File: src/rtl/pwm_axil_pkg.sv
// Shared definitions for the PWM AXI4-Lite slave: register offsets, response code, CTRL field layout.
package pwm_axil_pkg;

  localparam logic [3:0] ADDR_CTRL    = 4'h0;
  localparam logic [3:0] ADDR_PERIOD  = 4'h4;
  localparam logic [3:0] ADDR_DUTY    = 4'h8;
  localparam logic [3:0] ADDR_SCRATCH = 4'hC;

  localparam logic [1:0] RESP_OKAY = 2'b00;

  localparam int CTRL_EN_BIT  = 0;
  localparam int CTRL_PSC_LSB = 16;
  localparam int CTRL_PSC_MSB = 31;

  localparam int NUM_REGS = 4;

endpackage

File: src/rtl/pwm_core.sv
// Prescaled PWM engine whose period/duty shadows reload only at period wrap.
// Latency: pwm_out lags the period counter by one register; no backpressure, free-running when enabled.
module pwm_core
  import pwm_axil_pkg::*;
(
  input  logic        clk,
  input  logic        rst_n,
  input  logic        enable,
  input  logic [15:0] prescale,
  input  logic [31:0] period,
  input  logic [31:0] duty,
  output logic        pwm_out,
  output logic        period_tick
);

  logic [15:0] psc_cnt;
  logic [31:0] cnt;
  logic [31:0] period_sh;
  logic [31:0] duty_sh;
  logic        tick;
  logic        wrap;

  assign tick = (psc_cnt == prescale);
  assign wrap = (cnt == period_sh - 32'd1);

  always_ff @(posedge clk or negedge rst_n) begin
    if (!rst_n) begin
      psc_cnt     <= '0;
      cnt         <= '0;
      period_sh   <= '0;
      duty_sh     <= '0;
      pwm_out     <= 1'b0;
      period_tick <= 1'b0;
    end else if (!enable) begin
      psc_cnt     <= '0;
      cnt         <= '0;
      period_sh   <= period;
      duty_sh     <= duty;
      pwm_out     <= 1'b0;
      period_tick <= 1'b0;
    end else begin
      period_tick <= 1'b0;
      // A zero period parks the output low regardless of duty.
      pwm_out     <= (period_sh != 32'd0) && (cnt < duty_sh);
      psc_cnt     <= tick ? 16'd0 : psc_cnt + 16'd1;
      if (tick) begin
        if (period_sh == 32'd0) begin
          cnt       <= '0;
          period_sh <= period;
          duty_sh   <= duty;
        end else if (wrap) begin
          cnt         <= '0;
          period_sh   <= period;
          duty_sh     <= duty;
          period_tick <= 1'b1;
        end else begin
          cnt <= cnt + 32'd1;
        end
      end
    end
  end

endmodule

File: src/rtl/pwm_axil_slave.sv
// AXI4-Lite register file (CTRL/PERIOD/DUTY/SCRATCH) fronting the PWM core.
// Latency: write visible and BVALID one cycle after handshake, RDATA one cycle after ARREADY; one transaction of each kind outstanding, held until B/R ready.
module pwm_axil_slave
  import pwm_axil_pkg::*;
#(
  parameter int C_S_AXI_DATA_WIDTH = 32,
  parameter int C_S_AXI_ADDR_WIDTH = 4
) (
  input  logic                            S_AXI_ACLK,
  input  logic                            S_AXI_ARESETN,
  input  logic [C_S_AXI_ADDR_WIDTH-1:0]   S_AXI_AWADDR,
  input  logic [2:0]                      S_AXI_AWPROT,
  input  logic                            S_AXI_AWVALID,
  output logic                            S_AXI_AWREADY,
  input  logic [C_S_AXI_DATA_WIDTH-1:0]   S_AXI_WDATA,
  input  logic [C_S_AXI_DATA_WIDTH/8-1:0] S_AXI_WSTRB,
  input  logic                            S_AXI_WVALID,
  output logic                            S_AXI_WREADY,
  output logic [1:0]                      S_AXI_BRESP,
  output logic                            S_AXI_BVALID,
  input  logic                            S_AXI_BREADY,
  input  logic [C_S_AXI_ADDR_WIDTH-1:0]   S_AXI_ARADDR,
  input  logic [2:0]                      S_AXI_ARPROT,
  input  logic                            S_AXI_ARVALID,
  output logic                            S_AXI_ARREADY,
  output logic [C_S_AXI_DATA_WIDTH-1:0]   S_AXI_RDATA,
  output logic [1:0]                      S_AXI_RRESP,
  output logic                            S_AXI_RVALID,
  input  logic                            S_AXI_RREADY,
  output logic                            pwm_out,
  output logic                            period_tick
);

  logic [C_S_AXI_DATA_WIDTH-1:0] regs [NUM_REGS];
  logic                          wr_rdy;
  logic                          rd_rdy;
  logic                          wr_en;
  logic                          rd_en;
  logic [C_S_AXI_DATA_WIDTH-1:0] ctrl_reg;
  logic                          unused_ok;

  assign wr_en = wr_rdy & S_AXI_AWVALID & S_AXI_WVALID;
  assign rd_en = rd_rdy & S_AXI_ARVALID;

  assign S_AXI_AWREADY = wr_rdy;
  assign S_AXI_WREADY  = wr_rdy;
  assign S_AXI_ARREADY = rd_rdy;
  assign S_AXI_BRESP   = RESP_OKAY;
  assign S_AXI_RRESP   = RESP_OKAY;

  // AW and W are only accepted together; the READY pulse is a single cycle.
  always_ff @(posedge S_AXI_ACLK or negedge S_AXI_ARESETN) begin
    if (!S_AXI_ARESETN) begin
      wr_rdy       <= 1'b0;
      S_AXI_BVALID <= 1'b0;
      rd_rdy       <= 1'b0;
      S_AXI_RVALID <= 1'b0;
      S_AXI_RDATA  <= '0;
      for (int r = 0; r < NUM_REGS; r++) regs[r] <= '0;
    end else begin
      wr_rdy <= S_AXI_AWVALID & S_AXI_WVALID & ~S_AXI_BVALID & ~wr_rdy;
      rd_rdy <= S_AXI_ARVALID & ~S_AXI_RVALID & ~rd_rdy;

      if (wr_en) begin
        S_AXI_BVALID <= 1'b1;
        for (int b = 0; b < C_S_AXI_DATA_WIDTH/8; b++) begin
          if (S_AXI_WSTRB[b]) regs[S_AXI_AWADDR[3:2]][8*b +: 8] <= S_AXI_WDATA[8*b +: 8];
        end
      end else if (S_AXI_BREADY) begin
        S_AXI_BVALID <= 1'b0;
      end

      // Sampled before any same-edge write lands, so a colliding read sees the old value.
      if (rd_en) begin
        S_AXI_RVALID <= 1'b1;
        S_AXI_RDATA  <= regs[S_AXI_ARADDR[3:2]];
      end else if (S_AXI_RREADY) begin
        S_AXI_RVALID <= 1'b0;
      end
    end
  end

  assign ctrl_reg = regs[ADDR_CTRL[3:2]];

  pwm_core u_pwm_core (
    .clk         (S_AXI_ACLK),
    .rst_n       (S_AXI_ARESETN),
    .enable      (ctrl_reg[CTRL_EN_BIT]),
    .prescale    (ctrl_reg[CTRL_PSC_MSB:CTRL_PSC_LSB]),
    .period      (regs[ADDR_PERIOD[3:2]]),
    .duty        (regs[ADDR_DUTY[3:2]]),
    .pwm_out     (pwm_out),
    .period_tick (period_tick)
  );

  assign unused_ok = ^{S_AXI_AWPROT, S_AXI_ARPROT, S_AXI_AWADDR[1:0], S_AXI_ARADDR[1:0],
                       ctrl_reg[CTRL_PSC_LSB-1:CTRL_EN_BIT+1]};

endmodule

File: config.mk
export PLATFORM = sky130hd
export DESIGN_NAME = pwm_axil_slave
export DESIGN_NICKNAME = d
export VERILOG_FILES = /design/src/rtl/pwm_axil_pkg.sv /design/src/rtl/pwm_core.sv /design/src/rtl/pwm_axil_slave.sv
export SDC_FILE = /design/constraint.sdc
export NUM_CORES = 1
export LEC_CHECK = 0
export BUFFER_PORTS_ARGS = -buffer_cell sky130_fd_sc_hd__clkbuf_2
export CAP_MARGIN = 40
export CORE_MARGIN = 2
export CORE_UTILIZATION = 54
export DETAILED_ROUTE_END_ITERATION = 7
export GPL_ROUTABILITY_DRIVEN = 0
export PLACE_DENSITY = 0.82
export REMOVE_ABC_BUFFERS = 1
export SYNTH_ARGS = -nofsm -noshare
export SYNTH_HDL_FRONTEND = slang
export SYNTH_SLANG_ARGS = --single-unit
File: constraint.sdc
create_clock -name S_AXI_ACLK -period 5.6 [get_ports S_AXI_ACLK]
set_input_delay 0.28 -clock S_AXI_ACLK [delete_from_list [all_inputs] [get_ports S_AXI_ACLK]]
set_output_delay 0.28 -clock S_AXI_ACLK [all_outputs]
set_load 0.05 [all_outputs]
==> metrics.md <==
| Metric | Value |
|---|---|
| RSZ-0062 raised after global routing | `false` |
| Nets | `around 1,300` |
| #FFs+latches synth | `approximately 280` |
| Switching Share | `between 30% and 40%` |
| Worst r2r path cells | `12` |
| Startpoint types | `flip-flop` |
| Tcrit/Tclk final | `between 80% and 90%` |
| CTS tree | `yes` |
| Core Region | `0.0252 sq mm` |
| Share of layout cells above drive strength 1 | `a little over 30%` |
| Sequential cell area | `0.00696 sq mm` |
| Number of unique standard cell types used by synthesis | `63` |
| YS warnings | `0` |
| Vias | `9,141` |
| Root Driver | `clkbuf_16` |
| Largest net degree at the start of global routing | `117` |
| Synth Flop Type | `dfrtp_1` |
| Placed insts | `1,493` |
| Comb pwr share | `23.7%` |
| Slew Viols, Final | `0` |
| Maximum VDD drop | `~0.22 mV` |
| IO Pins | `100` |
| Hold Crit Depth | `2` |
| Die Ht | `164 um` |
| Outcome | `finished, final reports clean` |
| WL per Instance | `19.5 um` |
| Met3 global-route usage | `2.85%` |
| Die area | `between 0.02 and 0.03 sq mm` |
| Clk_lat worst skew | `around 0.54 ns` |
| Area occupied by multi-input gates | `0.00649 sq mm` |
| Global-route wire length before repair | `49,900 um` |
| Post-CTS Setup Inserts | `0` |
| Post-CTS resize count | `0` |
| Filler instances | `between 1,500 and 2,000` |
| Final setup vio count | `0` |
| Share of power burned in registers | `43.5%` |
| Number of global-route vias before repair | `9,402` |
| Cell area power density | `362 mW/mm^2` |
| Leakage power | `7.48 nW` |
| Met1 GRT Util | `32.9%` |
| Antenna violations before repair | `0` |
| Top reg by flops | `regs` |
| Fmax | `211 MHz` |
| Required @ worst endpoint | `6.02 ns` |
| CTS Buf Count | `28` |
| Hold WC Path Type | `in2reg` |
| DP HPWL | `21,300 um` |
| Post-Layout Cell Count | `~1,500` |
| Final hold viol count | `0` |
| Cell Area, Synth | `0.0138 sq mm` |
| Clk slew on worst S/H paths | `about 0.060 ns` |
| Row cnt | `58` |
| GR Util All Layers | `23.3%` |
| PortBufs | `85` |
| Max FFs per register | `96` |
| Asr flop ratio synth | `100%` |
| Crit path max fanout | `53` |
| Final Power | `approximately 0.0057 W` |
| Met2 Use GR | `38.5%` |
| MaxCap Viol Count | `0` |
| Internal power | `a little under 0.004 W` |
| Pre-antenna DRT Iters | `4` |
| EDFF count, synth | `0` |
| Syn Area/Cell | `12.6 sq um` |
| Initial Util | `a little over half` |
| Setup Crit Path Kind | `reg2reg` |
| Drt total wl | `30,200 um` |
| CTS max path bufs | `3` |
| Area Overhead vs Synth | `12.8%` |
| Die Wd | `164 um` |
| Tmin final | `between 4 and 5 ns` |
| Worst Max-Slew Pin Slew | `0.913 ns` |
| Vias/cell | `5.90` |
| CTS Sinks | `278` |
| GR peak layer | `met2` |
| Post-route cell area | `0.0156 sq mm` |
| Final setup TNS | `0 ns` |
| Antenna Violating Nets Remaining | `0` |
| Initial DRC Count | `637` |
| Worst Skew | `0.0123 ns` |
| Crit. End Element | `flip-flop` |
| Relative slew slack | `roughly two fifths` |
| Ant. Diodes | `0` |
| Placed instance area | `around 0.015 sq mm` |
| Total gr overflow | `0` |
| H-tree levels | `1` |
| Psw | `0.00176 W` |
| Worst EP arrival | `5.15 ns` |
| Fin util | `between 60% and 70%` |
| Residual DRC count | `0` |
| Clock power share | `32.8%` |
| Sequential fraction of the synthesis area | `about half` |
| Syn Inst Count | `between 1,000 and 1,500` |
==> cell families after synthesis <==
family	share of synthesized area, %
AOI/OAI and AO/OA	4.04
xor gates and xnor gates	5.70
adders and majority gates	3.08
buffers and inverters	2.87
DFF	50.3
muxes	23.6
other	0.0271
and+or+nand+nor	10.4
==> Yosys cell counts (7+ instances only) <==
| master | n | share of area (%) |
|---|---|---|
| mux2_1 | 37 | 3.0 |
| and3_1 | 15 | 0.68 |
| buf_4 | 7 | 0.38 |
| xor2_1 | 53 | 3.4 |
| nand2_1 | 35 | 0.95 |
| nor4_1 | 13 | 0.59 |
| a21oi_1 | 15 | 0.54 |
| mux4_2 | 32 | 5.2 |
| nand2b_1 | 9 | 0.41 |
| nor3_1 | 29 | 1.0 |
| xnor2_1 | 37 | 2.3 |
| ha_1 | 34 | 3.1 |
| mux2_2 | 188 | 15 |
| nand4_1 | 17 | 0.77 |
| buf_6 | 7 | 0.57 |
| clkbuf_1 | 20 | 0.54 |
| or3_1 | 15 | 0.68 |
| nand3_1 | 29 | 1.0 |
| inv_1 | 43 | 1.2 |
| dfrtp_1 | 278 | 50 |
| nor2_1 | 79 | 2.1 |
| a21o_1 | 17 | 0.92 |
| o21ai_0 | 19 | 0.69 |
==> metal layers <==
| layer | share of wire (%) | up-vias |
|---|---|---|
| met1 | 44 | 4684 |
| met3 | 4.9 | 56 |
| met5 | 0 | - |
| met2 | 49 | 232 |
| met4 | 2.3 | 0 |
| li1 | - | 4169 |
==> worst paths after layout <==
check	startpoint	endpoint	slack, ns
setup / recovery	u_pwm_core.period_sh[0]$_DFFE_PN0P_	u_pwm_core.period_sh[23]$_DFFE_PN0P_	0.86
hold / removal	S_AXI_WDATA[2]	ctrl_reg[2]$_DFFE_PN0P_	0.02
setup reg to reg	u_pwm_core.period_sh[0]$_DFFE_PN0P_	u_pwm_core.period_sh[23]$_DFFE_PN0P_	0.86
hold reg to reg	S_AXI_BVALID$_DFFE_PN0P_	S_AXI_AWREADY$_DFF_PN0_	0.46
max in group asynchronous	S_AXI_ARESETN	ctrl_reg[29]$_DFFE_PN0P_	4.08
min in group asynchronous	S_AXI_ARESETN	regs[19]$_DFFE_PN0P_	0.38
==> power groups by stage <==
stage                     Sequential (W)  Combinational, W  Clock, W
final                            0.00246           0.00134   0.00185
after detailed placement         0.00249           0.00133         0
after CTS                        0.00246           0.00134   0.00189
after global placement           0.00248           0.00128         0
after global routing             0.00249           0.00146   0.00197
after floorplan                  0.00262          0.000796         0
==> stage by stage <==
| stage | hold slack [ns] | worst slack [ns] |
|---|---|---|
| 2_1_floorplan | -0.0156 | 0.785 |
| 3_3_place_gp | 0.393 | 1.09 |
| 3_5_place_dp | 0.397 | 0.966 |
| 4_1_cts | 0.00148 | 0.905 |
| 5_1_grt | 0.0146 | 0.509 |
| 6_report | 0.0197 | 0.865 |
==> cell type report <==
class / count / area share (%)
Clock buffer: 40 / 5.18
Clock inverter: 9 / 0.642
Inverter: 43 / 1.04
Sequential cell: 278 / 44.6
Timing Repair Buffer: 107 / 4.27
Multi-Input combinational cell: 742 / 41.6
Tap cell: 330 / 2.65
==> cell usage in the layout (no fill, tap or decap), types with 5 or more instances in the layout <==
cell type	synthesis	routed
xnor2_1	37	37
clkbuf_1	20	7
a21o_1	17	17
dfrtp_1	278	278
nand4_1	17	17
nor3_1	29	29
inv_1	43	43
buf_4	7	12
a21oi_1	15	15
nand3_1	29	29
clkbuf_2	0	84
and3_1	15	15
nand2_1	35	34
nor2b_1	5	5
o21ai_0	19	19
or3_1	15	15
clkinv_2	0	5
clkbuf_16	0	29
mux2_1	37	37
ha_1	34	34
nand2b_1	9	9
nor2_1	79	79
mux4_2	32	32
xor2_1	53	53
mux2_2	188	188
dlygate4sd3_1	0	6
nor4_1	13	13
==> worst max-delay path: stages, from the launching register on <==
cell,delay (ns)
dfrtp_1,0.45
inv_1,0.09
ha_1,0.19
nor3b_2,0.40
nand2_1,0.36
or4_1,0.57
a21o_1,0.19
a21oi_1,0.21
o2111ai_1,0.18
or4b_1,0.73
a21oi_4,0.21
buf_4,0.58
mux2_2,0.42
==> timing repair <==
action                     in CTS  in global routing
hold endpoints to repair      116                  0
hold buffers                    6                  0
setup endpoints to repair       0                  0
Note: power is estimated with default switching activity, not from simulation.
